<file path="config.mk">
export PLATFORM = sky130hd
export DESIGN_NAME = sd_spi_cmd_engine
export DESIGN_NICKNAME = d
export VERILOG_FILES = /design/src/rtl/sd_pkg.sv /design/src/rtl/sd_crc7.sv /design/src/rtl/sd_spi_cmd_engine.sv
export SDC_FILE = /design/constraint.sdc
export NUM_CORES = 1
export LEC_CHECK = 0
export ABC_AREA = 1
export ABC_CLOCK_PERIOD_IN_PS = 3800
export CORE_AREA = 2 2 120 122
export CTS_CLUSTER_DIAMETER = 150
export DETAILED_ROUTE_END_ITERATION = 8
export DIE_AREA = 0 0 122 124
export PLACE_DENSITY_LB_ADDON = 0.1
export SYNTH_ARGS = -nofsm -noshare
export SYNTH_HDL_FRONTEND = slang
export SYNTH_HIERARCHICAL = 1
export SYNTH_SLANG_ARGS = --single-unit
</file>
<file path="constraint.sdc">
create_clock -name clk -period 3.8 [get_ports clk]
set_input_delay 0.76 -clock clk [delete_from_list [all_inputs] [get_ports clk]]
set_output_delay 0.76 -clock clk [all_outputs]
set_load 0.05 [all_outputs]
</file>
<file path="src/rtl/sd_pkg.sv">
`default_nettype none
//------------------------------------------------------------------------------
// sd_pkg - shared encodings for the SPI-mode SD command engine (rev 1.0)
//------------------------------------------------------------------------------
package sd_pkg;

  localparam logic [1:0] RESP_R1      = 2'd0;
  localparam logic [1:0] RESP_R1_EXT  = 2'd1;
  localparam logic [1:0] RESP_R1_DATA = 2'd2;
  localparam logic [1:0] RESP_RSVD    = 2'd3;

  localparam logic [7:0] DATA_TOKEN = 8'hFE;
  localparam logic [1:0] START_BITS = 2'b01;
  localparam logic       END_BIT    = 1'b1;

  typedef enum logic [3:0] {
    IDLE,
    SEND,
    WAIT_R1,
    RX_R1,
    RX_EXT,
    WAIT_TOKEN,
    RX_DATA,
    RX_CRC,
    TRAIL
  } state_t;

endpackage
`default_nettype wire

</file>
<file path="src/rtl/sd_crc7.sv">
`default_nettype none
//------------------------------------------------------------------------------
// sd_crc7 - serial CRC7 (x^7 + x^3 + 1), MSB-first input (rev 1.0)
//------------------------------------------------------------------------------
module sd_crc7 (
  input  logic       clk,
  input  logic       rst_n,
  input  logic       clear,
  input  logic       enable,
  input  logic       din,
  output logic [6:0] crc
);

  logic fb;
  assign fb = din ^ crc[6];

  always_ff @(posedge clk or negedge rst_n) begin
    if (!rst_n) begin
      crc <= 7'h00;
    end else if (clear) begin
      crc <= 7'h00;
    end else if (enable) begin
      crc <= {crc[5:0], 1'b0} ^ {3'b000, fb, 2'b00, fb};
    end
  end

endmodule
`default_nettype wire

</file>
<file path="src/rtl/sd_spi_cmd_engine.sv">
`default_nettype none
//------------------------------------------------------------------------------
// sd_spi_cmd_engine - SPI-mode SD command/response engine (rev 1.0)
//------------------------------------------------------------------------------
module sd_spi_cmd_engine
  import sd_pkg::*;
#(
  parameter int CLK_DIV     = 4,
  parameter int NCR_MAX     = 64,
  parameter int TOKEN_MAX   = 8192,
  parameter int BLOCK_BYTES = 512
) (
  input  logic        clk,
  input  logic        rst_n,
  input  logic        cmd_valid,
  output logic        cmd_ready,
  input  logic [5:0]  cmd_index,
  input  logic [31:0] cmd_arg,
  input  logic [1:0]  resp_type,
  output logic        resp_valid,
  output logic        resp_timeout,
  output logic [7:0]  resp_r1,
  output logic [31:0] resp_ext,
  output logic        rd_valid,
  output logic [7:0]  rd_data,
  output logic        sd_clk,
  output logic        sd_cs_n,
  output logic        sd_mosi,
  input  logic        sd_miso
);

  localparam int DIV_W  = (CLK_DIV > 1) ? $clog2(CLK_DIV) : 1;
  localparam int BYTE_W = $clog2(BLOCK_BYTES);
  localparam int NCR_W  = $clog2(NCR_MAX) + 1;
  localparam int TOK_W  = $clog2(TOKEN_MAX) + 1;

  state_t            state, state_next;
  logic [DIV_W-1:0]  div_cnt;
  logic [5:0]        bit_cnt;
  logic [BYTE_W-1:0] byte_cnt;
  logic [NCR_W-1:0]  ncr_cnt;
  logic [TOK_W-1:0]  tok_cnt;
  logic [39:0]       hdr;
  logic [1:0]        rtype;
  logic [7:0]        window;
  logic [6:0]        data_sh;
  logic              miso_meta, miso_s;
  logic [6:0]        crc;

  logic        tick, rise, fall, accept;
  logic [47:0] frame;
  logic [7:0]  r1_full, window_next;
  logic        r1_ok, token_hit, ncr_expired, tok_expired, last_byte;

  assign tick        = (state != IDLE) && (div_cnt == DIV_W'(CLK_DIV - 1));
  assign rise        = tick & ~sd_clk;
  assign fall        = tick & sd_clk;
  assign accept      = cmd_valid & cmd_ready;
  assign frame       = {hdr, crc, END_BIT};
  assign r1_full     = {resp_r1[6:0], miso_s};
  assign window_next = {window[6:0], miso_s};
  assign r1_ok       = (r1_full == 8'h00) || (r1_full == 8'h01);
  assign token_hit   = (window_next == DATA_TOKEN);
  assign ncr_expired = (ncr_cnt == NCR_W'(NCR_MAX - 1));
  assign tok_expired = (tok_cnt == TOK_W'(TOKEN_MAX - 1));
  assign last_byte   = (byte_cnt == BYTE_W'(BLOCK_BYTES - 1));

  // CRC follows the bits actually driven, so it is complete before bit 40 leaves
  sd_crc7 u_crc7 (
    .clk    (clk),
    .rst_n  (rst_n),
    .clear  (accept),
    .enable (rise && (state == SEND) && (bit_cnt < 6'd40)),
    .din    (sd_mosi),
    .crc    (crc)
  );

  always_ff @(posedge clk or negedge rst_n) begin
    if (!rst_n) begin
      miso_meta <= 1'b1;
      miso_s    <= 1'b1;
      div_cnt   <= '0;
      state     <= IDLE;
    end else begin
      miso_meta <= sd_miso;
      miso_s    <= miso_meta;
      div_cnt   <= (state == IDLE || tick) ? '0 : div_cnt + DIV_W'(1);
      state     <= state_next;
    end
  end

  always_comb begin
    state_next = state;
    case (state)
      IDLE:       if (accept) state_next = SEND;
      SEND:       if (fall && bit_cnt == 6'd47) state_next = WAIT_R1;
      WAIT_R1:    if (rise) begin
                    if (!miso_s)          state_next = RX_R1;
                    else if (ncr_expired) state_next = TRAIL;
                  end
      RX_R1:      if (rise && bit_cnt == 6'd7) begin
                    if (rtype == RESP_R1_EXT)                state_next = RX_EXT;
                    else if (rtype == RESP_R1_DATA && r1_ok) state_next = WAIT_TOKEN;
                    else                                     state_next = TRAIL;
                  end
      RX_EXT:     if (rise && bit_cnt == 6'd31) state_next = TRAIL;
      WAIT_TOKEN: if (rise) begin
                    if (token_hit)        state_next = RX_DATA;
                    else if (tok_expired) state_next = TRAIL;
                  end
      RX_DATA:    if (rise && bit_cnt == 6'd7 && last_byte) state_next = RX_CRC;
      RX_CRC:     if (rise && bit_cnt == 6'd15) state_next = TRAIL;
      TRAIL:      if (fall && bit_cnt == 6'd8) state_next = IDLE;
      default:    state_next = IDLE;
    endcase
  end

  always_ff @(posedge clk or negedge rst_n) begin
    if (!rst_n) begin
      cmd_ready    <= 1'b1;
      resp_valid   <= 1'b0;
      resp_timeout <= 1'b0;
      resp_r1      <= 8'hFF;
      resp_ext     <= '0;
      rd_valid     <= 1'b0;
      rd_data      <= '0;
      sd_clk       <= 1'b0;
      sd_cs_n      <= 1'b1;
      sd_mosi      <= 1'b1;
      hdr          <= '0;
      rtype        <= RESP_R1;
      bit_cnt      <= '0;
      byte_cnt     <= '0;
      ncr_cnt      <= '0;
      tok_cnt      <= '0;
      window       <= '0;
      data_sh      <= '0;
    end else begin
      resp_valid <= 1'b0;
      rd_valid   <= 1'b0;
      if (rise)      sd_clk <= 1'b1;
      else if (fall) sd_clk <= 1'b0;
      case (state)
        IDLE: if (accept) begin
          cmd_ready    <= 1'b0;
          sd_cs_n      <= 1'b0;
          sd_mosi      <= START_BITS[1];
          hdr          <= {START_BITS, cmd_index, cmd_arg};
          rtype        <= (resp_type == RESP_RSVD) ? RESP_R1 : resp_type;
          resp_r1      <= 8'hFF;
          resp_ext     <= '0;
          resp_timeout <= 1'b0;
          bit_cnt      <= '0;
          byte_cnt     <= '0;
          ncr_cnt      <= '0;
          tok_cnt      <= '0;
          window       <= '0;
        end
        SEND: if (fall) begin
          if (bit_cnt == 6'd47) begin
            sd_mosi <= 1'b1;
            bit_cnt <= '0;
          end else begin
            sd_mosi <= frame[6'd46 - bit_cnt];
            bit_cnt <= bit_cnt + 6'd1;
          end
        end
        WAIT_R1: if (rise) begin
          if (!miso_s) begin
            resp_r1 <= r1_full;
            bit_cnt <= 6'd1;
          end else if (ncr_expired) begin
            resp_r1      <= 8'hFF;
            resp_timeout <= 1'b1;
            bit_cnt      <= '0;
          end else begin
            ncr_cnt <= ncr_cnt + NCR_W'(1);
          end
        end
        RX_R1: if (rise) begin
          resp_r1 <= r1_full;
          bit_cnt <= (bit_cnt == 6'd7) ? 6'd0 : bit_cnt + 6'd1;
        end
        RX_EXT: if (rise) begin
          resp_ext <= {resp_ext[30:0], miso_s};
          bit_cnt  <= (bit_cnt == 6'd31) ? 6'd0 : bit_cnt + 6'd1;
        end
        WAIT_TOKEN: if (rise) begin
          window <= window_next;
          if (!token_hit) begin
            if (tok_expired) resp_timeout <= 1'b1;
            else             tok_cnt      <= tok_cnt + TOK_W'(1);
          end
        end
        RX_DATA: if (rise) begin
          data_sh <= {data_sh[5:0], miso_s};
          if (bit_cnt == 6'd7) begin
            rd_valid <= 1'b1;
            rd_data  <= {data_sh, miso_s};
            bit_cnt  <= '0;
            byte_cnt <= last_byte ? '0 : byte_cnt + BYTE_W'(1);
          end else begin
            bit_cnt <= bit_cnt + 6'd1;
          end
        end
        RX_CRC: if (rise) begin
          resp_ext[15:0] <= {resp_ext[14:0], miso_s};
          bit_cnt        <= (bit_cnt == 6'd15) ? 6'd0 : bit_cnt + 6'd1;
        end
        TRAIL: begin
          // every entry to TRAIL happens on a rise, so eight rises then one fall
          if (rise) begin
            bit_cnt <= bit_cnt + 6'd1;
          end else if (fall && bit_cnt == 6'd8) begin
            sd_cs_n    <= 1'b1;
            resp_valid <= 1'b1;
            cmd_ready  <= 1'b1;
            bit_cnt    <= '0;
          end
        end
        default: ;
      endcase
    end
  end

endmodule
`default_nettype wire

</file>
==> qor.yml, run 1 <==
synth_fp_nets: 1061
peakVddDrop_v: 0.0002780
path_cells: "clkdlybuf4s50_1"
synth_top_area_share_pct: 46.05
path_max_fanout: 5
gp_congestion: 0.9383
first_global_vias: 6428
cp-end-kind: "output port"
avgSynthCellArea_um2: 7.971
pre_cts_slack_ns: 1.132
cts_setup_buffers: 0
finalHoldViolCount: 0
ant_nets: 0
p_seq_share_pct: 46.7
seq_area_frac_synth_pct: 49.97
cts_sinks: 160
cts_resized: 0
cp.required_ns: 3.04
grt_pass1_wl_um: 30500
grt_remaining_overflow: 0
rsz0062_at_grt: "no"
ctsHtreeMaxLevel: 4
routed_wl_um: 18140
synth.top_cells.by_count: "255 x nand2_1, 148 x dfrtp_1, 140 x inv_1"
ctsHoldBuffers: 0
cts.clk_slew.worst_paths_ns: 0.06
clockBufferDepth: 2
clockRootBuffer: "clkbuf_16"
slew-limit-headroom_pct: 47.91
critPathSlowestCell: "clkdlybuf4s50_1"
ios: 99
path_buf_inv: 1
rows: 43
outcome: "finished, final reports clean"
cpPeakStageDelay_ns: 0.82
cp.arrival_ns: 1.86
skew_ns: 0.009741
min_path_type: "flop to flop"
crit_family: "buffers and inverters"
finalCritPeriodShare_pct: 68.95
synthCells: 1009
die_area_um2: 15130
die_w_um: 122
combPwrFrac_pct: 2.3
path_class: "flop to output port"
vias: 6929
cts_buffers: 17
wl_per_cell_um: 14.05
avgViaCountPerCell: 5.367
first_pass_iters: 5
async_flop_share_pct: 100.0
cts_tree: "built"
p_switching_w: 0.0007526
max_slew.worst_pin.slew_ns: 0.7814
drc: 0
fin_crit_ns: 2.620
synth_seq_cells: 160
cap_violations: 0
yosys_warnings: 6
die-height_um: 124
layout_setup_ws_ns: 1.180
power.share.clock_pct: 51.0
synth_cell_type_count: 40
start_util_pct: 58.62
setup_viol_count_final: 0
maxSlewViolCount: 0
cp-start-kind: "flop"
synthTopCellsByArea: "dfrtp_1 46%, nand2_1 12%, nand3_1 7.5%"
synth_most_common_cell: "nand2_1"
fill_cells: 1122
antenna_found_initial: 0
p_int_w: 0.002904
drt_iter0_drc: 552
synth_edf_count: 0
grt_usage_pct: 25.60
multiInputGateArea_um2: 3274
switching_share_pct: 20.59
netlist_area_um2: 8043
max_freq_ghz: 0.3817
layout.nets: 1150
io_buffers: 98
power_leakage_nw: 4.748
core_um2: 13720
power_density_nw_per_um2: 374.0
antenna_cells: 0
grt_max_degree: 85
synth_flop_cell: "dfrtp_1"
syn_to_final_growth_pct: 21.55
dp_hpwl_um: 12540
clock_latency_ns: 0.44
drive_above_1_share_pct: 7.561
setup_tns_ns: 0
synth_area_leader_cell: "dfrtp_1"
seqCellArea_um2: 4019
## logic make-up (layout without fill, tap and decap cells)
group / count (synthesis) / count (layout) / share of synthesized area (%)
flip-flops: 160 / 160 / 49.97
XOR/XNOR: 15 / 15 / 1.634
AND/OR/NAND/NOR: 487 / 487 / 27.07
multiplexers: 2 / 2 / 0.2489
AO/OA/AOI/OAI: 152 / 152 / 10.42
adder cells (fa/ha/maj): 8 / 8 / 1.245
buffers and inverters: 185 / 287 / 9.412
## path summary, 6_finish.rpt
path                       startpoint       to  slack (ns)  depth (start not counted)
setup / recovery              sd_mosi  sd_mosi        1.18                          1
hold / removal              miso_meta   miso_s        0.36                          0
setup reg to reg           bit_cnt[0]  sd_mosi        1.35                         13
hold reg to reg             miso_meta   miso_s        0.36                          0
max in group asynchronous       rst_n  sd_mosi        2.58                          2
min in group asynchronous       rst_n  hdr[18]        0.37                          1
## layer usage
layer	wire [um]	track usage, %	vias to the layer above
li1	-	-	3431
met1	8343	34.56	3289
met2	8728	41.86	181
met3	735	4.121	28
met4	331	9.842	0
met5	0	0	-
## through the flow
step | hold WS [ns] | area [um2] | instances | utilization (%) | power [W]
after detailed placement | 0.3506 | 9129 | 1259 | 66.54 | 0.001825
after global routing | 0.3654 | 9776 | 1291 | 71.25 | 0.003752
after CTS | 0.3582 | 9776 | 1291 | 71.25 | 0.003676
after global placement | 0.3466 | 9129 | 1259 | 66.54 | 0.001824
final | 0.3593 | 9776 | 1291 | 71.25 | 0.003656
after floorplan | 0.3452 | 8043 | 1009 | - | 0.001740
## flip-flops by register name, summed over array words and instances, names as in the netlist, 4 cells and up
signal      cells
rd_data         8
window          7
resp_r1         8
byte_cnt        9
u_crc7/crc      7
bit_cnt         6
ncr_cnt         7
tok_cnt        14
data_sh         7
resp_ext       32
state           4
hdr            39
## area by class of cell
type                    count  share of cell area [%]
clock inverters            12                   1.843
flip-flops and latches    160                   41.11
well taps                 180                   2.304
repair buffers            105                   10.71
inverters                 150                   5.760
clock buffers              20                   4.774
multi-input cells         664                   33.50
## cells in the final DEF (no fill, tap or decap), types with 3 or more instances in the layout
cell and n:
inv_1 140, nand3_1 120, nor3_1 13, clkdlybuf4s50_1 97, o31ai_1 15, buf_4 6, ha_1 8, nand3b_1 3
clkbuf_16 17, dfstp_2 12, nand4_1 13, bufinv_16 4, dfrtp_1 148, nor2_1 61, a21oi_1 14, o22ai_1 12
nand2_2 3, nor2_2 3, o21ai_1 13, clkbuf_8 3, nand2_4 5, o21ai_0 89, nand2_1 255, xor2_1 15
nor2_4 6, inv_2 8
## power by group through the flow
stage          Clock [W]  Combinational [W]  Sequential [W]
3_3_place_gp           0          0.0000857         0.00174
3_5_place_dp           0          0.0000862         0.00174
2_1_floorplan          0         0.00000154         0.00174
4_1_cts          0.00188          0.0000865         0.00171
5_1_grt          0.00195          0.0000948         0.00171
6_report         0.00186          0.0000840         0.00171
Power figures use the tool's default switching activity.
==> run 2, diff against run 1 <==
- ABC_CLOCK_PERIOD_IN_PS: 3800 -> 2400
- CORE_AREA: 2 2 120 122 -> 2 2 129 131
- DIE_AREA: 0 0 122 124 -> 0 0 131 133
- clock period: 3.8 -> 2.4 ns (I/O delays scaled with it)
==> run 2 against run 1 <==
  * Critical endpoint unchanged
  * Total power rose by 54%
  * Combinational power rose by 56%
  * Sequential power rose by 58%
  * The flow now finishes with violations (negative hold slack)
  * Critical path depth did not move
  * Die area rose by 15%
  * Non-clock buffer count rose by 12
==> qor.yml, run 2 (synthesis results as in run 1) <==
pre_cts_slack_ns: 0.1032  # -1.029 ns
grt_pass1_wl_um: 30560  # +0.20%
max_freq_ghz: 0.4320
cts_setup_buffers: 0  # unchanged
cts.clk_slew.worst_paths_ns: 0.06  # about the same
grt_usage_pct: 22.16  # -3.4 points
vias: 6839  # -1.3%
path_buf_inv: 1  # unchanged
die_area_um2: 17420  # +15%
outcome: "finished, violations left"
syn_to_final_growth_pct: 23.15
die_w_um: 131  # +7.4%
fill_cells: 1466  # +31%
cp.arrival_ns: 1.83  # -0.03 ns
setup_viol_count_final: 0  # unchanged
wl_per_cell_um: 13.48  # -4.1%
reg.largest.list: "hdr x39, resp_ext x32, tok_cnt x14"
r2r_start: "state[0]"
avgViaCountPerCell: 5.092  # -5.1%
clockBufferDepth: 2  # unchanged
slew-limit-headroom_pct: 53.44  # +5.5 points
min_path_type: "input pin to async pin"
antenna_found_initial: 0  # unchanged
final_cell_mix: "255 x nand2_1, 148 x dfrtp_1, 140 x inv_1"
die-height_um: 133  # +7.3%
layout_setup_ws_ns: 0.08541  # -1.095 ns
power_leakage_nw: 4.792  # +0.91%
crit_start: "sd_mosi"
drc: 0  # unchanged
finalHoldViolCount: 3  # +3
largest_reg_flops: 39  # unchanged
cp-end-kind: "output port"
skew_ns: 0.007757  # -0.001985 ns
p_int_w: 0.004433  # +53%
cap_violations: 0  # unchanged
cts_tree: "built"
power_density_nw_per_um2: 567.5  # +52%
layout.nets: 1162  # +1.0%
p_switching_w: 0.001188  # +58%
grt_max_degree: 66  # -22%
cts_buffers: 17  # unchanged
ios: 99  # unchanged
drive_above_1_share_pct: 8.816  # +1.3 points
cpPeakStageDelay_ns: 0.81  # about the same
cp.required_ns: 1.92  # -1.12 ns
ant_nets: 0  # unchanged
cts_sinks: 160  # unchanged
ctsHtreeMaxLevel: 4  # unchanged
crit_family: "buffers and inverters"
peakVddDrop_v: 0.0005126  # +84%
violations: "negative hold slack"
maxSlewViolCount: 0  # unchanged
regMostFlops: "hdr"
grt_remaining_overflow: 0  # unchanged
p_seq_share_pct: 48.1  # +1.4 points
routed_wl_um: 18100  # -0.22%
cp-start-kind: "flop"
cts_resized: 0  # unchanged
hold-worst-slack_ns: -0.01290  # -0.3722 ns
path_class: "flop to output port"
path_max_fanout: 5  # unchanged
switching_share_pct: 21.13  # +0.54 points
core_um2: 16170  # +18%
max_slew.worst_pin.slew_ns: 0.6953  # -0.08615 ns
dp_hpwl_um: 12610  # +0.53%
path_cells: "clkdlybuf4s50_1"
power.share.clock_pct: 49.6  # -1.4 points
first_global_vias: 6395  # -0.51%
start_util_pct: 49.73  # -8.9 points
fin_crit_ns: 2.315
clock_latency_ns: 0.43  # about the same
clockRootBuffer: "clkbuf_16"
fin_util_pct: 61.25  # -10 points
final_common_cell: "nand2_1"
antenna_cells: 0  # unchanged
first_pass_iters: 5  # unchanged
drt_iter0_drc: 444  # -20%
critPathSlowestCell: "clkdlybuf4s50_1"
finalCritPeriodShare_pct: 96.44
ctsHoldBuffers: 0  # unchanged
io_buffers: 98  # unchanged
gp_congestion: 0.9840  # +4.9%
combPwrFrac_pct: 2.3  # about the same
rows: 47  # +9.3%
## run 2: changes by cell type in the layout (fill, tap and decap cells not counted)
cell / previous run / this run
buf_12: 1 / 2
buf_4: 6 / 17
bufinv_16: 4 / 3
clkbuf_1: 0 / 1
clkbuf_8: 3 / 1
clkinv_2: 2 / 3
clkinv_4: 2 / 3
clkinvlp_4: 2 / 3
inv_6: 2 / 1
nor2_1: 61 / 58
nor2_2: 3 / 5
nor2_4: 6 / 7
nor3_1: 13 / 12
nor3_2: 0 / 1
## run 2: power groups by stage
stage	clock network, W	registers (W)	logic (W)
after floorplan	0	0.00275	0.00000244
after global placement	0	0.00275	0.000137
after detailed placement	0	0.00275	0.000137
after CTS	0.00283	0.00270	0.000137
after global routing	0.00294	0.00270	0.000151
final	0.00279	0.00270	0.000131
## run 2: cell type report
type	count	area, um2	share of cell area [%]
Timing Repair Buffer	117	1150	11.61
Clock buffer	19	442.9	4.472
Inverter	150	563.0	5.685
Sequential cell	160	4019	40.58
Tap cell	220	275.3	2.779
Clock inverter	13	162.7	1.642
Multi-Input combinational cell	664	3292	33.24
## run 2: final timing paths
check | slack (ns) | cells after the start | endpoint
worst max-delay path | 0.09 | 1 | sd_mosi
worst min-delay path | -0.01 | 1 | resp_ext[8]
worst max register to register | 0.25 | 10 | ncr_cnt[2]
worst min register to register | 0.36 | 0 | miso_s
max in group asynchronous | 1.68 | 2 | resp_r1[7]
min in group clk | 0.36 | 0 | miso_s
## run 2: routing by layer
metal  global-route usage (%)  wire (um)  up-vias
met5                        0          0        -
met4                    7.506        392        0
met3                    5.338        871       33
met2                    34.95       8549      180
met1                    29.98       8288     3168
li1                         -          -     3458
## run 2: metrics by stage
| stage | total power [W] | std cells | setup TNS [ns] | instance area, um2 |
|---|---|---|---|---|
| floorplan | 0.002755 | 1009 | 0 | 8043 |
| global placement | 0.002890 | 1311 | 0 | 9281 |
| detailed placement | 0.002890 | 1311 | 0 | 9281 |
| CTS | 0.005671 | 1343 | 0 | 9887 |
| global route | 0.005797 | 1343 | -0.1201 | 9905 |
| finish | 0.005621 | 1343 | 0 | 9905 |
==> run 3, diff against run 2 <==
- PLACE_DENSITY: unset -> 0.87
- PLACE_DENSITY_LB_ADDON: 0.1 -> unset
==> run 3 against run 2 <==
  * The flow now finishes without violations
  * Sequential share of layout area down 0.092 points
  * Setup slack worse by 0.018 ns
  * Register-to-register slack better by 0.02 ns
  * Core utilization up 0.14 points
  * Non-clock buffer count up 7
  * Clock power down 3%
  * First-iteration DRC count up 13%
  * Combinational power about the same
  * Die area unchanged
  * Critical endpoint is now sd_cs_n
  * Largest power group unchanged
==> qor.yml, run 3 (synthesis results as in run 1) <==
die-height_um: 133  # unchanged
hold-worst-slack_ns: 0.05511  # +0.06801 ns
final_common_cell: "nand2_1"
layout.nets: 1169  # +0.60%
drive_above_1_share_pct: 8.673  # -0.14 points
avgViaCountPerCell: 5.156  # +1.2%
first_pass_iters: 7  # +2
skew_ns: 0.01822  # +0.01046 ns
placed_area_um2: 9334  # +0.57%
wl_per_cell_um: 13.34  # -1.0%
ctsHtreeMaxLevel: 4  # unchanged
setup_viol_count_final: 0  # unchanged
cts_setup_buffers: 0  # unchanged
first_global_vias: 6394  # -0.016%
ctsHoldBuffers: 0  # unchanged
final_cell_mix: "255 x nand2_1, 148 x dfrtp_1, 140 x inv_1"
die_area_um2: 17420  # unchanged
reg.largest.list: "hdr x39, resp_ext x32, tok_cnt x14"
io_buffers: 98  # unchanged
cp-end-kind: "output port"
antenna_cells: 0  # unchanged
r2r_slack_ns: 0.27  # +0.02 ns
power_density_nw_per_um2: 559.3  # -1.4%
cp-start-kind: "flop"
dpl.cell_count: 1318  # +0.53%
grt_pass1_wl_um: 29840  # -2.3%
regMostFlops: "hdr"
cap_violations: 0  # unchanged
finalHoldViolCount: 0  # -3
ant_nets: 0  # unchanged
max_slew.worst_pin.slew_ns: 0.6012  # -0.09411 ns
power_leakage_nw: 4.804  # +0.25%
final_cell_area_um2: 9927  # +0.23%
max_freq_ghz: 0.4287  # -0.77%
die_w_um: 131  # unchanged
grt_remaining_overflow: 0  # unchanged
gp_congestion: 0.8942  # -9.1%
ios: 99  # unchanged
cts_resized: 0  # unchanged
grt_usage_pct: 21.42  # -0.74 points
cp.required_ns: 1.92  # about the same
min_path_type: "input pin to async pin"
antenna_found_initial: 0  # unchanged
setup_tns_ns: 0  # unchanged
cts_tree: "built"
clock_latency_ns: 0.43  # about the same
syn_to_final_growth_pct: 23.43
clockRootBuffer: "clkbuf_16"
path_cells: "clkdlybuf4s50_1"
outcome: "finished, final reports clean"
rows: 47  # unchanged
final_cells: 1350  # +0.52%
path_class: "flop to output port"
path_buf_inv: 1  # unchanged
drt_iter0_drc: 500  # +13%
core_um2: 16170  # unchanged
dp_hpwl_um: 12670  # +0.43%
finalCritPeriodShare_pct: 97.19  # +0.75 points
largest_reg_flops: 39  # unchanged
cpPeakStageDelay_ns: 0.84  # +0.03 ns
cts.clk_slew.worst_paths_ns: 0.07  # about the same
fill_cells: 1410  # -3.8%
rsz0062_at_grt: "no"
drc: 0  # unchanged
cts_buffers: 17  # unchanged
critPathSlowestCell: "clkdlybuf4s50_1"
crit_family: "buffers and inverters"
grt_max_degree: 66  # unchanged
fin_crit_ns: 2.333  # +0.01804 ns
peakVddDrop_v: 0.0004923  # -4.0%
slew-limit-headroom_pct: 59.92  # +6.5 points
start_util_pct: 49.73  # unchanged
path_max_fanout: 4  # -1
maxSlewViolCount: 0  # unchanged
routed_wl_um: 18010  # -0.51%
vias: 6960  # +1.8%
clockBufferDepth: 2  # unchanged
cts_sinks: 160  # unchanged
cp.arrival_ns: 1.85  # +0.02 ns
run 3: cell types whose count changed in the layout (fill, tap and decap cells not counted):
cell,previous run,this run
buf_4,17,24
clkbuf_1,1,6
nor2_1,58,61
nor2_2,5,2
clkinv_2,3,1
clkinv_4,3,1
clkbuf_8,1,0
run 3: cell type report:
| class | count | area [um2] | area share [%] |
|---|---|---|---|
| Timing Repair Buffer | 124 | 1202 | 12.11 |
| Clock buffer | 23 | 447.9 | 4.512 |
| Sequential cell | 160 | 4019 | 40.48 |
| Inverter | 150 | 563.0 | 5.672 |
| Tap cell | 220 | 275.3 | 2.773 |
| Clock inverter | 9 | 135.1 | 1.361 |
| Multi-Input combinational cell | 664 | 3284 | 33.09 |
run 3: report_power, final:
| group | internal [W] | switching (W) | leakage [nW] | total, W |
|---|---|---|---|---|
| sequential | 0.00270 | 0.00000299 | 1.80 | 0.00270 |
| clock | 0.00164 | 0.00107 | 0.272 | 0.00271 |
| combinational | 0.0000690 | 0.0000650 | 2.73 | 0.000134 |
run 3: worst paths after layout:
| kind | from | endpoint | depth (start not counted) |
|---|---|---|---|
| max in group asynchronous | rst_n | miso_s | 2 |
| hold / removal | rst_n | resp_ext[9] | 1 |
| setup reg to reg | byte_cnt[0] | state[2] | 15 |
| hold reg to reg | miso_meta | miso_s | 0 |
| min in group clk | miso_meta | miso_s | 0 |
| setup / recovery | sd_cs_n | sd_cs_n | 1 |
run 3: metal layers:
layer  GRT usage [%]  wire [um]
met1           29.25       8065
met2           34.23       8748
met3           3.922        922
met4           7.565        271
met5               0          0
run 3: through the flow:
stage | total power, W | setup slack, ns | util [%]
2_1_floorplan | 0.002755 | 0.1784 | -
3_3_place_gp | 0.002890 | 0.1814 | 57.72
3_5_place_dp | 0.002892 | 0.1061 | 57.72
4_1_cts | 0.005604 | 0.05000 | 61.32
5_1_grt | 0.005715 | 0.0008626 | 61.38
6_report | 0.005552 | 0.06738 | 61.38
